--- config.mk ---
export PLATFORM = sky130hd
export DESIGN_NAME = bmr_tdee_qsys_pio_in_irq
export DESIGN_NICKNAME = d
export VERILOG_FILES = /design/src/rtl/bmr_tdee_pio_pkg.sv /design/src/rtl/bmr_tdee_pio_debounce.sv /design/src/rtl/bmr_tdee_qsys_pio_in_irq.sv
export SDC_FILE = /design/constraint.sdc
export NUM_CORES = 1
export LEC_CHECK = 0
export CORE_UTILIZATION = 39
export DETAILED_ROUTE_END_ITERATION = 8
export GPL_ROUTABILITY_DRIVEN = 1
export GPL_TIMING_DRIVEN = 0
export PLACE_DENSITY = 0.79
export SYNTH_ARGS = -nofsm -noshare
export SYNTH_HDL_FRONTEND = slang
export SYNTH_HIERARCHICAL = 1
export SYNTH_SLANG_ARGS = --single-unit
--- constraint.sdc ---
create_clock -name clk -period 1.82 [get_ports clk]
set_input_delay 0.546 -clock clk [delete_from_list [all_inputs] [get_ports clk]]
set_output_delay 0.546 -clock clk [all_outputs]
set_load 0.005 [all_outputs]
--- src/rtl/bmr_tdee_pio_pkg.sv ---
// Shared definitions for the debounced PIO input block: register map and
// edge-capture mode selection.
package bmr_tdee_pio_pkg;

    localparam logic [1:0] ADDR_DATA = 2'd0;
    localparam logic [1:0] ADDR_RAW  = 2'd1;
    localparam logic [1:0] ADDR_MASK = 2'd2;
    localparam logic [1:0] ADDR_EDGE = 2'd3;

    typedef enum logic [1:0] {
        RISING  = 2'd0,
        FALLING = 2'd1,
        ANY     = 2'd2
    } edge_type_e;

endpackage

--- src/rtl/bmr_tdee_pio_debounce.sv ---
// One input bit: SYNC_STAGES-deep synchroniser followed by a debouncer that
// accepts a new level only after DEBOUNCE_CYCLES consecutive disagreeing samples.
module bmr_tdee_pio_debounce #(
    parameter int SYNC_STAGES     = 2,
    parameter int DEBOUNCE_CYCLES = 50000
) (
    input  logic clk,
    input  logic reset_n,
    input  logic i_in,
    output logic o_sync,
    output logic o_deb
);

    logic [SYNC_STAGES-1:0] r_sync;

    always_ff @(posedge clk or negedge reset_n) begin
        if (!reset_n) begin
            r_sync <= '0;
        end else begin
            r_sync <= {r_sync[SYNC_STAGES-2:0], i_in};
        end
    end

    assign o_sync = r_sync[SYNC_STAGES-1];

    generate
        if (DEBOUNCE_CYCLES == 0) begin : g_bypass
            assign o_deb = o_sync;
        end else begin : g_count
            localparam int CW = (DEBOUNCE_CYCLES > 1) ? $clog2(DEBOUNCE_CYCLES) : 1;
            localparam logic [CW-1:0] CNT_LAST = CW'(DEBOUNCE_CYCLES - 1);

            logic [CW-1:0] r_cnt;
            logic          r_deb;

            // Any cycle of agreement restarts the stability window.
            always_ff @(posedge clk or negedge reset_n) begin
                if (!reset_n) begin
                    r_cnt <= '0;
                    r_deb <= 1'b0;
                end else if (o_sync != r_deb) begin
                    if (r_cnt == CNT_LAST) begin
                        r_deb <= o_sync;
                        r_cnt <= '0;
                    end else begin
                        r_cnt <= r_cnt + CW'(1);
                    end
                end else begin
                    r_cnt <= '0;
                end
            end

            assign o_deb = r_deb;
        end
    endgenerate

endmodule

--- src/rtl/bmr_tdee_qsys_pio_in_irq.sv ---
// Avalon-MM PIO input with per-bit synchronise/debounce, edge capture and a
// masked level interrupt driven only from registers.
module bmr_tdee_qsys_pio_in_irq
    import bmr_tdee_pio_pkg::*;
#(
    parameter int         WIDTH           = 2,
    parameter int         SYNC_STAGES     = 2,
    parameter int         DEBOUNCE_CYCLES = 50000,
    parameter edge_type_e EDGE_TYPE       = RISING
) (
    input  logic             clk,
    input  logic             reset_n,
    input  logic [1:0]       address,
    input  logic             write,
    input  logic [31:0]      writedata,
    input  logic [WIDTH-1:0] in_port,
    output logic [31:0]      readdata,
    output logic             irq
);

    logic [WIDTH-1:0] w_sync;
    logic [WIDTH-1:0] w_deb;
    logic [WIDTH-1:0] w_det;
    logic [WIDTH-1:0] w_clr;
    logic [31:0]      w_rd_next;
    logic [WIDTH-1:0] r_deb_d;
    logic [WIDTH-1:0] r_edge;
    logic [WIDTH-1:0] r_mask;
    logic [31:0]      r_readdata;

    for (genvar g = 0; g < WIDTH; g++) begin : g_bit
        bmr_tdee_pio_debounce #(
            .SYNC_STAGES    (SYNC_STAGES),
            .DEBOUNCE_CYCLES(DEBOUNCE_CYCLES)
        ) u_debounce (
            .clk    (clk),
            .reset_n(reset_n),
            .i_in   (in_port[g]),
            .o_sync (w_sync[g]),
            .o_deb  (w_deb[g])
        );
    end

    if (WIDTH < 32) begin : g_unused
        logic w_unused_wd;
        assign w_unused_wd = ^writedata[31:WIDTH];
    end

    // Both registers reset to 0, so a post-reset low level never looks like an edge.
    always_comb begin
        w_det = '0;
        case (EDGE_TYPE)
            RISING:  w_det = w_deb & ~r_deb_d;
            FALLING: w_det = ~w_deb & r_deb_d;
            default: w_det = w_deb ^ r_deb_d;
        endcase
    end

    assign w_clr = (write && address == ADDR_EDGE) ? writedata[WIDTH-1:0] : '0;

    always_comb begin
        w_rd_next = '0;
        case (address)
            ADDR_DATA: w_rd_next[WIDTH-1:0] = w_deb;
            ADDR_RAW:  w_rd_next[WIDTH-1:0] = w_sync;
            ADDR_MASK: w_rd_next[WIDTH-1:0] = r_mask;
            ADDR_EDGE: w_rd_next[WIDTH-1:0] = r_edge;
        endcase
    end

    // A capture in the same cycle as a clear is kept.
    always_ff @(posedge clk or negedge reset_n) begin
        if (!reset_n) begin
            r_deb_d    <= '0;
            r_edge     <= '0;
            r_mask     <= '0;
            r_readdata <= '0;
        end else begin
            r_deb_d    <= w_deb;
            r_edge     <= (r_edge & ~w_clr) | w_det;
            r_readdata <= w_rd_next;
            if (write && address == ADDR_MASK) begin
                r_mask <= writedata[WIDTH-1:0];
            end
        end
    end

    assign readdata = r_readdata;
    assign irq      = |(r_edge & r_mask);

endmodule

==> flow_summary.ini <==
[outcome]
status = finished clean

[global_route]
antenna_found_initial = 0
grt.overflow.total = 0
grt_pass1_vias = 1503
grt_pass1_wl_mm = 6.73
grt_max_degree = 36
global_route.usage.total_pct = 13.5

[clock_network]
tritoncts = done
cts-root-buf = clkbuf_8
cts_sinks = 46
cts_buffers = 5
clkTransAtPathRegs_ps = 80
htree_levels = 2
post_cts_buffers = 0
clk_path_buf_depth = 2
clk_latency_ps = 300

[route]
via_count = 1543
firstDrtPassIters = 4
ant_nets = 0
wl_per_cell_um = 11.2
vias_per_cell = 4.52
drt_wl_total_mm = 3.81
drtIter0Drc = 111
drc = 0

[synth]
ys_types = 26
synth_top_cells_by_area = dfrtp_1, buf_4, xnor2_1, nor2_1, nor4_2
async_flop_share_pct = 100
yosysMostFrequentCell = dfrtp_1
seq_area_frac_synth_pct = 47.3
ys_warn_count = 6
synth_edf_count = 0
synth_common_cells = dfrtp_1, buf_4, nor2_1
syn_inst = 217
syn_area_mm2 = 0.00243
ys_ff_latch = 46
synth_top_area_cell = dfrtp_1
synth_ff_type = dfrtp_1
synth_top_area_share_pct = 47.3
avgSynthCellArea_um2 = 11.2

[critical_path]
critical-path-top-delay-family = flip-flops
worst-path-max-fanout = 3
cp.required_ps = 1270
slowest_delay_ps = 390
worst-setup-path-type = reg -> out
cp-end-kind = primary output
startpoint_type = register
critPathSlowestCell = dfrtp_1
r2r_slack_ps = 250
path_cells = a22o_1, dlygate4sd2_1
path_buf_inv = 1
arrival_ps = 1160

[job]
maxCapViolCount = 0

[sta]
holdWs_ps = 126
clock_skew_ps = 8.16
fmax_mhz = 586
finalCriticalPeriod_ps = 1710
hold_viol = 0
slew_viol_final = 0
setup_viol = 0
period_share_pct = 93.8
rsz0062_at_grt = no

[power_and_ir_drop]
p_leak_uw = 0.00128
p_per_area_mw_per_mm2 = 658
power_uw = 1870
peakVddDrop_mv = 0.617

[die]
die_w_um = 81.0
initial_core_util_pct = 40.8
io_pins = 72
die_y_um = 81.0
dieArea_mm2 = 0.00656
core_area_mm2 = 0.00596
num_rows = 28

[finish]
insertedDiodeCount = 0
nNetsFinal = 306
fill_cells = 558
syn_to_final_growth_pct = 17.2
drive_gt1_share_pct = 25.2

[placed_design]
portBuffers = 11
place_congestion = 0.770
place_hpwl_mm = 2.76

[min_path]
hp-class = in -> async
[where the power goes]
part	switching, µW	total, µW	internal (µW)
Clock	325	632	307
Combinational	75.4	172	96.6
Sequential	21.5	1070	1050
[cells by family (layout without fill, tap and decap cells)]
kind of cell	after synthesis	count (layout)	share of synthesized area, %
multiplexers	6	6	4.01
flip-flops	46	46	47.3
AND/OR/NAND/NOR	89	89	24.2
adder cells (fa/ha/maj)	2	2	1.03
other	1	30	0.154
buffers and inverters	40	60	11.4
AO/OA/AOI/OAI	3	3	1.08
XOR/XNOR	30	30	10.8
[metal layers]
layer / track usage, % / up-vias / wire, µm
met3: 4.38 / 4 / 140
met4: 3.75 / 0 / 38
met1: 17.1 / 739 / 1760
met2: 21.9 / 24 / 1870
met5: 0 / - / 0
li1: - / 776 / -
[final cells by class]
class                           instances  area [µm²]  share of cell area (%)
Tap cell                               75        93.8                    3.29
Clock buffer                            7        86.3                    3.03
Buffer                                 32         248                    8.69
Timing Repair Buffer                   12         124                    4.35
Multi-Input combinational cell        160        1110                    39.0
Sequential cell                        46        1150                    40.4
Clock inverter                          1        5.00                   0.176
Inverter                                8        30.0                    1.05
[worst reg2reg max path: cells and delay by family, from the launching register on]
| family | cells | cell delay [ps] |
|---|---|---|
| fa+ha+maj | 1 | 230 |
| simple gates | 4 | 660 |
| flops | 1 | 410 |
| buf+inv | 1 | 170 |
[cell usage in the layout, fill, tap and decap left out, types with 2 or more instances in the layout]
cell and instances:
clkdlybuf4s50_1 9, nor4b_1 4, mux4_1 2, buf_6 2
and3_1 4, nor3_1 8, nand3_1 10, nand4_1 6
nand4_2 2, nor2_2 6, xnor2_1 24, dfrtp_1 46
xor2_1 6, conb_1 30, and4b_1 2, a22o_1 3
inv_1 8, nand3_4 2, clkbuf_8 6, nand4_4 2
ha_1 2, nor4_2 8, buf_4 30, nand2_1 4
nor2_1 28, nand2_2 2, mux2_2 4
[worst paths after layout]
| path | from | endpoint | cells past startpoint |
|---|---|---|---|
| setup / recovery | r_mask[1]$_DFFE_PN0P_ | irq | 2 |
| hold / removal | reset_n | g_bit[0].u_debounce/g_count.r_cnt[11]$_DFF_PN0_ | 1 |
| setup reg to reg | g_bit[0].u_debounce/g_count.r_cnt[0]$_DFF_PN0_ | g_bit[0].u_debounce/g_count.r_cnt[12]$_DFF_PN0_ | 6 |
| hold reg to reg | g_bit[1].u_debounce/r_sync[0]$_DFF_PN0_ | g_bit[1].u_debounce/r_sync[1]$_DFF_PN0_ | 0 |
| max in group asynchronous | reset_n | r_deb_d[1]$_DFF_PN0_ | 2 |
| min in group clk | g_bit[1].u_debounce/r_sync[0]$_DFF_PN0_ | g_bit[1].u_debounce/r_sync[1]$_DFF_PN0_ | 0 |
[stage by stage]
step	instance area, µm²	setup slack [ps]	instances	setup TNS (ps)	util (%)
CTS	2850	98.6	341	0	47.9
global route	2850	58.1	341	0	47.9
floorplan	2540	405	246	0	-
global placement	2750	-1020	332	-46740	46.1
finish	2850	113	341	0	47.9
detailed placement	2760	-23.7	333	-33.9	46.3
[repair_timing]
| item | 4_1_cts | 5_1_grt |
|---|---|---|
| gates resized for setup | 1 | 0 |
| setup endpoints to repair | 1 | 0 |
| hold buffers | 0 | 0 |
[sequential cells by signal (all words and copies together), names as in the netlist]
signal                          cells
r_edge                              2
g_bit.u_debounce/o_deb              2
g_bit.u_debounce/g_count.r_cnt     32
r_deb_d                             2
g_bit.u_debounce/r_sync             4
readdata                            2
r_mask                              2
No activity file was read; power rests on OpenSTA's default activity.
